`config.mk`:
```
export PLATFORM = sky130hd
export DESIGN_NAME = multi_run_tracker_flat
export DESIGN_NICKNAME = d
export VERILOG_FILES = /design/src/rtl/multi_run_tracker_pkg.sv /design/src/rtl/multi_run_tracker_if.sv /design/src/rtl/multi_run_tracker_accum.sv /design/src/rtl/multi_run_tracker.sv /design/src/flat_wrapper.sv
export SDC_FILE = /design/constraint.sdc
export NUM_CORES = 1
export LEC_CHECK = 0
export CAP_MARGIN = 20
export CORE_ASPECT_RATIO = 1.25
export CORE_MARGIN = 2
export CORE_UTILIZATION = 57
export CTS_BUF_LIST = sky130_fd_sc_hd__clkbuf_16
export CTS_CLUSTER_DIAMETER = 80
export DETAILED_ROUTE_END_ITERATION = 7
export PLACE_DENSITY = 0.81
export SKIP_LAST_GASP = 1
export SYNTH_ARGS = -nofsm -noshare
export SYNTH_HDL_FRONTEND = slang
export SYNTH_SLANG_ARGS = --single-unit
```
`constraint.sdc`:
```
create_clock -name clk -period 4.4 [get_ports clk]
set_input_delay 0.88 -clock clk [delete_from_list [all_inputs] [get_ports clk]]
set_output_delay 0.88 -clock clk [all_outputs]
set_load 0.02 [all_outputs]
```
`src/rtl/multi_run_tracker_pkg.sv`:
```
// Shared types for the multi-channel run tracker: trend codes, report FSM
// encoding and the clamping adder used by every channel accumulator.
package multi_run_pkg;

    typedef enum logic [1:0] {
        HR_SAME   = 2'b00,
        HR_HIGHER = 2'b01,
        HR_LOWER  = 2'b10
    } hr_trend_e;

    localparam logic [1:0] ST_IDLE = 2'd0;
    localparam logic [1:0] ST_SCAN = 2'd1;
    localparam logic [1:0] ST_DONE = 2'd2;

    localparam int SAT_W = 64;

    // Result bits [w-1:0] hold the clamped sum; any set bit at or above w means it clamped.
    function automatic logic [SAT_W:0] sat_add(input logic [SAT_W-1:0] a,
                                               input logic [SAT_W-1:0] b,
                                               input int unsigned      w);
        logic [SAT_W:0]   sum;
        logic [SAT_W-1:0] lim;
        lim = (w >= SAT_W) ? '1 : ((SAT_W'(1) << w) - SAT_W'(1));
        sum = {1'b0, a} + {1'b0, b};
        if (sum > {1'b0, lim}) sat_add = {1'b1, lim};
        else                   sat_add = sum;
    endfunction

endpackage

```
`src/rtl/multi_run_tracker_if.sv`:
```
// Report handshake between the leader-scan FSM and its requester.
interface multi_run_tracker_if #(
    parameter int NUM_RUNS = 2,
    parameter int DIST_W   = 32
);
    localparam int IDX_W = (NUM_RUNS > 1) ? $clog2(NUM_RUNS) : 1;

    logic              report_req;
    logic              report_busy;
    logic              report_valid;
    logic [IDX_W-1:0]  leader_idx;
    logic [DIST_W-1:0] leader_distance;

    modport master (output report_req,
                    input  report_busy, report_valid, leader_idx, leader_distance);
    modport slave  (input  report_req,
                    output report_busy, report_valid, leader_idx, leader_distance);
endinterface

```
`src/rtl/multi_run_tracker_accum.sv`:
```
// One run channel: saturating totals, peak HR, and trend/feedback against
// the previous accepted sample.
module run_accumulator
    import multi_run_pkg::*;
#(
    parameter int HR_W     = 8,
    parameter int SPS_W    = 3,
    parameter int STRIDE_W = 8,
    parameter int STEP_W   = 16,
    parameter int DIST_W   = 32,
    parameter int TIME_W   = 8,
    parameter int HR_HYST  = 2
) (
    input  logic                clk,
    input  logic                rst,
    input  logic                clear_i,
    input  logic                valid_i,
    input  logic [HR_W-1:0]     hr_i,
    input  logic [SPS_W-1:0]    sps_i,
    input  logic [STRIDE_W-1:0] stride_i,
    output logic [STEP_W-1:0]   steps_o,
    output logic [DIST_W-1:0]   dist_o,
    output logic [TIME_W-1:0]   time_o,
    output logic [HR_W-1:0]     maxhr_o,
    output logic [1:0]          trend_o,
    output logic                fb_o,
    output logic                sat_o
);
    localparam int PROD_W = SPS_W + STRIDE_W;

    logic [STEP_W-1:0] steps_q, steps_d;
    logic [DIST_W-1:0] dist_q, dist_d;
    logic [TIME_W-1:0] time_q, time_d;
    logic [HR_W-1:0]   maxhr_q, maxhr_d, prev_hr_q, prev_hr_d;
    logic [SPS_W-1:0]  prev_sps_q, prev_sps_d;
    logic [1:0]        trend_q, trend_d;
    logic              fb_q, fb_d, sat_q, sat_d, seen_q, seen_d;

    logic [PROD_W-1:0] prod;
    logic [SAT_W:0]    steps_r, dist_r, time_r;
    logic              ovf;
    logic [HR_W:0]     hr_x, prev_x, hyst;

    always_comb begin
        prod    = PROD_W'(sps_i) * PROD_W'(stride_i);
        steps_r = sat_add(SAT_W'(steps_q), SAT_W'(sps_i), STEP_W);
        dist_r  = sat_add(SAT_W'(dist_q), SAT_W'(prod), DIST_W);
        time_r  = sat_add(SAT_W'(time_q), SAT_W'(1), TIME_W);
        ovf     = (|steps_r[SAT_W:STEP_W]) | (|dist_r[SAT_W:DIST_W]) | (|time_r[SAT_W:TIME_W]);
        // One extra bit so prev+hyst and hr+hyst cannot wrap near full scale.
        hr_x    = {1'b0, hr_i};
        prev_x  = {1'b0, prev_hr_q};
        hyst    = (HR_W+1)'(HR_HYST);

        steps_d    = steps_q;
        dist_d     = dist_q;
        time_d     = time_q;
        maxhr_d    = maxhr_q;
        prev_hr_d  = prev_hr_q;
        prev_sps_d = prev_sps_q;
        trend_d    = trend_q;
        fb_d       = fb_q;
        sat_d      = sat_q;
        seen_d     = seen_q;

        if (clear_i) begin
            steps_d    = '0;
            dist_d     = '0;
            time_d     = '0;
            maxhr_d    = '0;
            prev_hr_d  = '0;
            prev_sps_d = '0;
            trend_d    = HR_SAME;
            fb_d       = 1'b0;
            sat_d      = 1'b0;
            seen_d     = 1'b0;
        end else if (valid_i) begin
            steps_d    = steps_r[STEP_W-1:0];
            dist_d     = dist_r[DIST_W-1:0];
            time_d     = time_r[TIME_W-1:0];
            maxhr_d    = (hr_i > maxhr_q) ? hr_i : maxhr_q;
            prev_hr_d  = hr_i;
            prev_sps_d = sps_i;
            sat_d      = sat_q | ovf;
            seen_d     = 1'b1;
            fb_d       = !seen_q || (sps_i >= prev_sps_q);
            if (!seen_q)                  trend_d = HR_SAME;
            else if (hr_x > prev_x + hyst) trend_d = HR_HIGHER;
            else if (hr_x + hyst < prev_x) trend_d = HR_LOWER;
            else                           trend_d = HR_SAME;
        end
    end

    always_ff @(posedge clk) begin
        if (rst) begin
            steps_q    <= '0;
            dist_q     <= '0;
            time_q     <= '0;
            maxhr_q    <= '0;
            prev_hr_q  <= '0;
            prev_sps_q <= '0;
            trend_q    <= HR_SAME;
            fb_q       <= 1'b0;
            sat_q      <= 1'b0;
            seen_q     <= 1'b0;
        end else begin
            steps_q    <= steps_d;
            dist_q     <= dist_d;
            time_q     <= time_d;
            maxhr_q    <= maxhr_d;
            prev_hr_q  <= prev_hr_d;
            prev_sps_q <= prev_sps_d;
            trend_q    <= trend_d;
            fb_q       <= fb_d;
            sat_q      <= sat_d;
            seen_q     <= seen_d;
        end
    end

    assign steps_o = steps_q;
    assign dist_o  = dist_q;
    assign time_o  = time_q;
    assign maxhr_o = maxhr_q;
    assign trend_o = trend_q;
    assign fb_o    = fb_q;
    assign sat_o   = sat_q;

endmodule

```
`src/rtl/multi_run_tracker.sv`:
```
// N-channel run tracker: per-channel accumulators plus a leader scan that
// walks a distance snapshot one channel per cycle.
module multi_run_tracker
    import multi_run_pkg::*;
#(
    parameter int NUM_RUNS = 2,
    parameter int HR_W     = 8,
    parameter int SPS_W    = 3,
    parameter int STRIDE_W = 8,
    parameter int STEP_W   = 16,
    parameter int DIST_W   = 32,
    parameter int TIME_W   = 8,
    parameter int HR_HYST  = 2
) (
    input  logic                         clk,
    input  logic                         rst,
    input  logic [NUM_RUNS-1:0]          sample_valid,
    input  logic [NUM_RUNS*HR_W-1:0]     hr_in,
    input  logic [NUM_RUNS*SPS_W-1:0]    sps_in,
    input  logic [NUM_RUNS*STRIDE_W-1:0] stride_in,
    input  logic [NUM_RUNS-1:0]          clear_run,
    multi_run_tracker_if.slave           rpt,
    output logic [NUM_RUNS*STEP_W-1:0]   total_steps,
    output logic [NUM_RUNS*DIST_W-1:0]   total_distance,
    output logic [NUM_RUNS*TIME_W-1:0]   time_elapsed,
    output logic [NUM_RUNS*HR_W-1:0]     max_hr,
    output logic [NUM_RUNS*2-1:0]        hr_trend,
    output logic [NUM_RUNS-1:0]          step_feedback,
    output logic [NUM_RUNS-1:0]          sat_flag
);
    localparam int IDX_W = (NUM_RUNS > 1) ? $clog2(NUM_RUNS) : 1;
    localparam logic [IDX_W-1:0] LAST_IDX = IDX_W'(NUM_RUNS - 1);

    logic [NUM_RUNS-1:0][DIST_W-1:0] dist_w;

    for (genvar g = 0; g < NUM_RUNS; g++) begin : g_run
        run_accumulator #(
            .HR_W(HR_W), .SPS_W(SPS_W), .STRIDE_W(STRIDE_W), .STEP_W(STEP_W),
            .DIST_W(DIST_W), .TIME_W(TIME_W), .HR_HYST(HR_HYST)
        ) u_run (
            .clk     (clk),
            .rst     (rst),
            .clear_i (clear_run[g]),
            .valid_i (sample_valid[g]),
            .hr_i    (hr_in[g*HR_W +: HR_W]),
            .sps_i   (sps_in[g*SPS_W +: SPS_W]),
            .stride_i(stride_in[g*STRIDE_W +: STRIDE_W]),
            .steps_o (total_steps[g*STEP_W +: STEP_W]),
            .dist_o  (dist_w[g]),
            .time_o  (time_elapsed[g*TIME_W +: TIME_W]),
            .maxhr_o (max_hr[g*HR_W +: HR_W]),
            .trend_o (hr_trend[g*2 +: 2]),
            .fb_o    (step_feedback[g]),
            .sat_o   (sat_flag[g])
        );
        assign total_distance[g*DIST_W +: DIST_W] = dist_w[g];
    end

    logic [1:0]                      state_q, state_d;
    logic [IDX_W-1:0]                scan_idx_q, scan_idx_d;
    logic [IDX_W-1:0]                best_idx_q, best_idx_d, leader_idx_q, leader_idx_d;
    logic [DIST_W-1:0]               best_dist_q, best_dist_d, leader_dist_q, leader_dist_d;
    logic [NUM_RUNS-1:0][DIST_W-1:0] snap_q, snap_d;

    always_comb begin
        state_d       = state_q;
        scan_idx_d    = scan_idx_q;
        best_idx_d    = best_idx_q;
        best_dist_d   = best_dist_q;
        leader_idx_d  = leader_idx_q;
        leader_dist_d = leader_dist_q;
        snap_d        = snap_q;
        case (state_q)
            ST_IDLE: if (rpt.report_req) begin
                snap_d      = dist_w;
                scan_idx_d  = '0;
                best_idx_d  = '0;
                best_dist_d = '0;
                state_d     = ST_SCAN;
            end
            ST_SCAN: begin
                // Strictly greater only, so ties stay with the lower channel.
                if (snap_q[scan_idx_q] > best_dist_q) begin
                    best_idx_d  = scan_idx_q;
                    best_dist_d = snap_q[scan_idx_q];
                end
                if (scan_idx_q == LAST_IDX) begin
                    leader_idx_d  = best_idx_d;
                    leader_dist_d = best_dist_d;
                    state_d       = ST_DONE;
                end else begin
                    scan_idx_d = scan_idx_q + IDX_W'(1);
                end
            end
            default: state_d = ST_IDLE;
        endcase
    end

    always_ff @(posedge clk) begin
        if (rst) begin
            state_q       <= ST_IDLE;
            scan_idx_q    <= '0;
            best_idx_q    <= '0;
            best_dist_q   <= '0;
            leader_idx_q  <= '0;
            leader_dist_q <= '0;
            snap_q        <= '0;
        end else begin
            state_q       <= state_d;
            scan_idx_q    <= scan_idx_d;
            best_idx_q    <= best_idx_d;
            best_dist_q   <= best_dist_d;
            leader_idx_q  <= leader_idx_d;
            leader_dist_q <= leader_dist_d;
            snap_q        <= snap_d;
        end
    end

    assign rpt.report_busy     = (state_q == ST_SCAN);
    assign rpt.report_valid    = (state_q == ST_DONE);
    assign rpt.leader_idx      = leader_idx_q;
    assign rpt.leader_distance = leader_dist_q;

endmodule

```
`src/flat_wrapper.sv`:
```
// flat-port wrapper written by rule: the top's interface ports become plain ports
module multi_run_tracker_flat import multi_run_pkg::*;
#(
    parameter int NUM_RUNS = 2,
    parameter int HR_W     = 8,
    parameter int SPS_W    = 3,
    parameter int STRIDE_W = 8,
    parameter int STEP_W   = 16,
    parameter int DIST_W   = 32,
    parameter int TIME_W   = 8,
    parameter int HR_HYST  = 2
)
  (clk, rst, sample_valid, hr_in, sps_in, stride_in, clear_run, total_steps, total_distance, time_elapsed, max_hr, hr_trend, step_feedback, sat_flag, rpt_report_req, rpt_report_busy, rpt_report_valid, rpt_leader_idx, rpt_leader_distance);
  multi_run_tracker_if #(.NUM_RUNS(NUM_RUNS), .DIST_W(DIST_W)) rpt_i ();
  input  logic clk;
  input  logic rst;
  input  logic [NUM_RUNS-1:0] sample_valid;
  input  logic [NUM_RUNS*HR_W-1:0] hr_in;
  input  logic [NUM_RUNS*SPS_W-1:0] sps_in;
  input  logic [NUM_RUNS*STRIDE_W-1:0] stride_in;
  input  logic [NUM_RUNS-1:0] clear_run;
  output logic [NUM_RUNS*STEP_W-1:0] total_steps;
  output logic [NUM_RUNS*DIST_W-1:0] total_distance;
  output logic [NUM_RUNS*TIME_W-1:0] time_elapsed;
  output logic [NUM_RUNS*HR_W-1:0] max_hr;
  output logic [NUM_RUNS*2-1:0] hr_trend;
  output logic [NUM_RUNS-1:0] step_feedback;
  output logic [NUM_RUNS-1:0] sat_flag;
  input wire logic [$bits(rpt_i.report_req)-1:0] rpt_report_req;
  output wire logic [$bits(rpt_i.report_busy)-1:0] rpt_report_busy;
  output wire logic [$bits(rpt_i.report_valid)-1:0] rpt_report_valid;
  output wire logic [$bits(rpt_i.leader_idx)-1:0] rpt_leader_idx;
  output wire logic [$bits(rpt_i.leader_distance)-1:0] rpt_leader_distance;
  assign rpt_i.report_req = rpt_report_req;
  assign rpt_report_busy = rpt_i.report_busy;
  assign rpt_report_valid = rpt_i.report_valid;
  assign rpt_leader_idx = rpt_i.leader_idx;
  assign rpt_leader_distance = rpt_i.leader_distance;
  multi_run_tracker #(.NUM_RUNS(NUM_RUNS), .HR_W(HR_W), .SPS_W(SPS_W), .STRIDE_W(STRIDE_W), .STEP_W(STEP_W), .DIST_W(DIST_W), .TIME_W(TIME_W), .HR_HYST(HR_HYST)) u_core (.clk(clk), .rst(rst), .sample_valid(sample_valid), .hr_in(hr_in), .sps_in(sps_in), .stride_in(stride_in), .clear_run(clear_run), .rpt(rpt_i), .total_steps(total_steps), .total_distance(total_distance), .time_elapsed(time_elapsed), .max_hr(max_hr), .hr_trend(hr_trend), .step_feedback(step_feedback), .sat_flag(sat_flag));
endmodule
```
## Word-level counts from Yosys, hierarchy flattened

Index checks and enable logic that the tools add are counted.

| cells by class | value |
|---|---|
| add/subtract/negate cells | 11 |
| multiply operators | 2 |
| divide/modulo/power cells | 0 |
| order comparisons | 16 |
| equal/unequal tests | 4 |
| shift-type cells | 0 |
| muxes and demuxes | 25 |
| bitwise gates (word level) | 6 |
| reductions and logical operators | 20 |

Operator list:

| cell | count |
|---|---|
| 2-to-1 mux 65 bit | 6 |
| 2-to-1 mux 32 bit | 4 |
| OR reduction 57 bit | 2 |
| OR reduction 49 bit | 2 |
| adder 32 x 11 -> 33 bit | 2 |
| > comparator 33 x 32 -> 1 bit, second input constant | 2 |
| OR reduction 33 bit | 2 |
| one-hot mux 32 bit (2 select lines) | 1 |
| adder 8 x 2 -> 9 bit, second input constant | 4 |
| adder 16 x 3 -> 17 bit | 2 |
| > comparator 17 x 16 -> 1 bit, second input constant | 2 |
| > comparator 32 bit | 1 |
| multiplier 3 x 8 -> 11 bit | 2 |
| adder 8 x 1 -> 9 bit, second input constant | 2 |
| > comparator 8 x 9 -> 1 bit | 2 |
| > comparator 9 x 8 -> 1 bit, second input constant | 2 |
| less-than comparator 9 x 8 -> 1 bit | 2 |
| > comparator 8 bit | 2 |
| 2-to-1 mux 2 bit | 8 |
| AND reduction 2 bit | 6 |
| greater-or-equal comparator 3 bit | 2 |
| OR 1 bit | 6 |
| one-hot mux 1 bit (2 select lines) | 2 |
| one-hot mux 2 bit (2 select lines) | 1 |
| 12 further kinds | 17 |

| word-level totals | value |
|---|---|
| bits in registers | 293 |
| latch bits | 0 |
| bits in writable memories | 0 |
| bits in read-only memories | 0 |
| output and inout port bits | 171 |
| memories | 0 |

## Longest topological paths before layout

| depth | value |
|---|---|
| depth in word-level cells | 8 |
| mapped depth | 15 |
| mapped depth without buffers | 14 |

## Modules after synthesis

Synthesis repeated with hierarchy kept, for this count alone.

| second synthesis, totals | value |
|---|---|
| cell total of the unflattened synthesis | 2056 |
| area total of the unflattened synthesis | 17240.3 um2 |

Modules (own cells, without submodules):

| module | instances | cells an instance | area each (um2) | seq. area each (um2) |
|---|---|---|---|---|
| multi_run_tracker | 1 | 769 | 6384.9 | 2662.6 |
| run_accumulator at u_core.g_run[0].u_run | 1 | 646 | 5440.2 | 1601.5 |
| run_accumulator at u_core.g_run[1].u_run | 1 | 641 | 5415.2 | 1601.5 |

## Worst setup path before layout

No wires, ideal clock.

| timing path | value |
|---|---|
| path kind | input to register |
| start | in stride_in[9] |
| end | reg u_core.g_run[1].u_run.dist_q[23] |
| setup time | 0.071 ns |
| arrival time | 4.028 ns |
| setup slack | 0.302 ns |
| cell stages on the path | 14 |
| path buffers | 0 |
| cells stage by stage | and2_1 > fa_1 > inv_1 > fa_1 > inv_1 > ha_1 > nor2b_1 > o21a_1 > o21ai_0 > a211oi_2 > o21ai_1 > nor2_1 > or4b_1 > a21oi_1 |

| on the way | value |
|---|---|
| cells in the longest elaborated chain, start to end | 4 |

Ends and longest elaborated chain:

| what | RTL line | source |
|---|---|---|
| start: declaration | flat_wrapper.sv:20 | `input logic [NUM_RUNS*STRIDE_W-1:0] stride_in;` |
| multiplier 3 x 8 -> 11 bit * | multi_run_tracker_accum.sv:45 | `prod = PROD_W'(sps_i) * PROD_W'(stride_i);` |
| adder 32 x 11 -> 33 bit * | multi_run_tracker_pkg.sv:24 | `sum = {1'b0, a} + {1'b0, b};` |
| > comparator 33 x 32 -> 1 bit | multi_run_tracker_pkg.sv:25 | `if (sum > {1'b0, lim}) sat_add = {1'b1, lim};` |
| 2-to-1 mux 65 bit * | multi_run_tracker_pkg.sv:25 |  |
| end signal: assignment | multi_run_tracker_accum.sv:108 | `dist_q <= dist_d;` |
| end: declaration | multi_run_tracker_accum.sv:32 | `logic [DIST_W-1:0] dist_q, dist_d;` |

Mark *: on every way between the ends. The rest lies on a longest branch, timed or not.
A chain may end at the register's enable or synchronous reset.

## Worst setup path in the final report

| timing path | value |
|---|---|
| start | in sps_in[1] |
| end | reg u_core.g_run[0].u_run.dist_q[24] |

| on the way | value |
|---|---|
| cells in the longest elaborated chain, start to end | 4 |

Ends and longest elaborated chain:

| what | RTL line | source |
|---|---|---|
| start: declaration | flat_wrapper.sv:19 | `input logic [NUM_RUNS*SPS_W-1:0] sps_in;` |
| multiplier 3 x 8 -> 11 bit * | multi_run_tracker_accum.sv:45 |  |
| adder 32 x 11 -> 33 bit * | multi_run_tracker_pkg.sv:24 |  |
| > comparator 33 x 32 -> 1 bit | multi_run_tracker_pkg.sv:25 |  |
| 2-to-1 mux 65 bit * | multi_run_tracker_pkg.sv:25 |  |
| end signal: assignment | multi_run_tracker_accum.sv:108 |  |
| end: declaration | multi_run_tracker_accum.sv:32 |  |

Marked as above.

==> impl_metrics.ini <==
[run_status]
status = finished, final reports clean

[clock_tree]
clock_latency_ps = 590
cts_tree = built
clockRootBuffer = clkbuf_16
cts.path.max_buffers = 3
cts_buffers = 31
holdBufCountCts = 0
cts_sinks = 293
h-tree-depth = 1
clk_pin_slew_ps = 60

[placed_design]
place_ws_ps = -400
dpl.hpwl_um = 33400
dpl_cell_area_mm2 = 0.0198
portBuffers = 215
place_inst = 2642
routabilityCongestion = 0.875

[critical_path]
cp_max_fo = 7
critPathRequiredTime_ps = 4920
worstSetupEndpointType = flip-flop
startpoint_type = primary input
critical_path_arrival_ps = 4720
crit_type = in -> reg

[power_and_ir_drop]
p_leak_nw = 8.00
combPwrFrac = 0.175
p_switching_mw = 1.80
p_seq_frac = 0.428
max-vdd-ir-drop_mv = 0.281
power_switching_share = 0.280
clockPowerShare = 0.398
p_total_mw = 6.41
cellPowerDensity_mw_per_mm2 = 307
p_int_mw = 4.61

[job]
maxCapViolations = 0

[detailed_routing]
vias_per_cell = 5.93
postRouteAntennaNets = 0
vias = 16000
post_drt_wl_per_cell_um = 17.3
first_pass_iters = 7
drt-initial-drc-count = 1077
wl_um = 46800
drcViolationCount = 0

[sta]
slew_violations = 0
max_slew_margin = 0.295
holdWs_ps = 452
post-route-worst-setup-slack_ps = 201
rsz0062_at_grt = yes
tightest_slew_ps = 1060
setup-violations-final = 0
post-route-min-period_ps = 4200
final-hold-violation-count = 0
post-route-period-util = 0.954
skew_ps = 27.3
fmax_mhz = 238

[synthesis]
ys_ff_latch = 293
synth_area_per_cell_um2 = 8.20
synthFlopType = dfxtp_1
synth_seq_area_share = 0.344
synth-edff-count = 0
syn_nets = 2280
ys_types = 75
synth-async-reset-ratio = 0
yosysWarnings = 0
syn-cell-area_mm2 = 0.0170
syn_inst = 2077

[floorplanning]
die_area_mm2 = 0.0313
die_h_um = 197
start_util = 0.581
chipWidth_um = 159
rows = 70
core_area_mm2 = 0.0293
io-pin-count = 216

[final_layout]
drive_gt1_frac = 0.0811
syn2layout_area_growth_pct = 22.5
final_cell_area_mm2 = 0.0209
nNetsFinal = 2486
diodes = 0
finalNonFillerCells = 2703

[worst_hold_path]
hold_path_class = reg -> reg

[grt]
grt_pass1_wl_um = 76300
grt_start_max_net_pins = 76
track_usage = 0.298
grt_pass1_vias = 15700
grt.overflow.total = 0
antenna_found_initial = 0
[metrics by stage]
stage / util / setup TNS, ps
floorplan: - / 0
global placement: 0.676 / -7120
detailed placement: 0.676 / -14980
CTS: 0.709 / 0
global route: 0.711 / -15.9
finish: 0.711 / 0
[final timing paths]
| kind | start | to | slack [ps] | cells after the start |
|---|---|---|---|---|
| setup / recovery | sps_in[1] | u_core.g_run[0].u_run.dist_o[24] | 200 | 14 |
| hold / removal | u_core.snap_q[30] | u_core.snap_q[30] | 450 | 2 |
| setup reg to reg | u_core.scan_idx_q | u_core.best_dist_q[30] | 480 | 12 |
| hold reg to reg | u_core.snap_q[30] | u_core.snap_q[30] | 450 | 2 |
[flip-flops by register name (all words and copies together), names as in the netlist, 6 cells and up]
name and flops:
u_core.g_run.u_run.prev_hr_q 16, u_core.rpt.leader_distance 32, u_core.g_run.u_run.prev_sps_q 6, u_core.g_run.u_run.maxhr_o 16, u_core.best_dist_q 32, u_core.snap_q 64
u_core.g_run.u_run.time_o 16, u_core.g_run.u_run.steps_o 32, u_core.g_run.u_run.dist_o 64
[what timing repair did]
item,CTS,global route
gates resized for setup,0,5
setup endpoints to repair,0,13
setup buffers,0,2
[cells by family after synthesis]
group / Yosys count / synth area share
adder cells (fa/ha/maj): 158 / 0.130
AO/OA/AOI/OAI: 494 / 0.174
AND/OR/NAND/NOR: 741 / 0.221
buffers and inverters: 274 / 0.0623
flip-flops: 293 / 0.344
multiplexers: 79 / 0.0483
XOR/XNOR: 38 / 0.0195
[area by class of cell]
cell class              instances  area, um^2
clock buffers                  31         776
clock inverters                26         201
fillers                      2304        8470
inverters                     149         559
multi-input cells            1510       10200
flip-flops and latches        293        5870
well taps                     396         495
repair buffers                298        2820
[synth_stat cells (3+ instances only)]
library cell  count  share of area
and4_1           20          0.010
nor4b_1          25          0.013
fa_1             32          0.038
nor4_1           11         0.0040
nand2_1         245          0.054
o21ai_0          97          0.028
a221oi_1          3         0.0015
xor2_1           12         0.0062
and2_1           52          0.019
o2bb2ai_1         3         0.0015
nor2b_1          13         0.0048
nand4_1          22         0.0081
a21oi_1         177          0.052
or3_1            27         0.0099
o211a_1           5         0.0029
buf_1            12         0.0026
nor2_1          132          0.029
dfxtp_1         293           0.34
and3_1           40          0.015
nor3b_1           5         0.0022
nand2b_1         13         0.0048
a21boi_0          4         0.0018
or2_2             3         0.0011
a31oi_1         118          0.043
nand3_1          77          0.023
buf_4             4         0.0018
clkbuf_1         95          0.021
a41o_1            4         0.0023
mux2_2           26          0.017
nor3_1           31         0.0091
mux2i_1          53          0.031
ha_1            126          0.093
and4b_1           3         0.0018
o31ai_1           3         0.0013
xnor2_1          26          0.013
a211oi_1         12         0.0053
buf_2            14         0.0041
a311oi_1          6         0.0031
nand3b_1          6         0.0026
o21a_1           16         0.0070
a41oi_1           6         0.0031
inv_1           149          0.033
a21o_1           14         0.0062
[worst max-delay path: stages]
cell and delay, ps:
clkdlybuf4s50_1 580, nand2_1 120, fa_1 500, fa_1 540, inv_1 50, ha_1 290, a21o_1 190, a21oi_2 160
o211ai_1 160, a221o_2 490, and4_1 230, and3_1 200, a31oi_1 160, o21a_1 140
[metal layers]
layer / wire [um] / share of wire / GRT usage / vias to the layer above
li1: - / - / - / 7771
met1: 18300 / 0.39 / 0.352 / 7608
met2: 23100 / 0.49 / 0.515 / 518
met3: 3080 / 0.066 / 0.0584 / 133
met4: 2220 / 0.047 / 0.145 / 0
met5: 0 / 0 / 0 / -
[power by group through the flow]
stage	clock network, mW	logic (mW)	registers [mW]
floorplan	0	0.683	2.81
global placement	0	1.07	2.80
detailed placement	0	1.10	2.80
CTS	2.57	1.11	2.74
global route	2.66	1.24	2.74
finish	2.55	1.12	2.74
[cell usage in the layout, fill, tap and decap left out, types with 16 or more instances in the layout]
cell	n
nand4_1	22
ha_1	126
and3_1	40
clkbuf_16	31
dfxtp_1	293
nor3_1	31
or3_1	27
a21oi_1	176
mux2i_1	53
xnor2_1	26
inv_1	152
and2_1	50
clkdlybuf4s50_1	212
buf_4	80
nor4b_1	25
a31oi_1	118
fa_1	32
o21a_1	16
nand3_1	77
nand2_1	243
o21ai_0	95
nor2_1	130
mux2_2	26
and4_1	19
No activity file was read; power rests on OpenSTA's default activity.
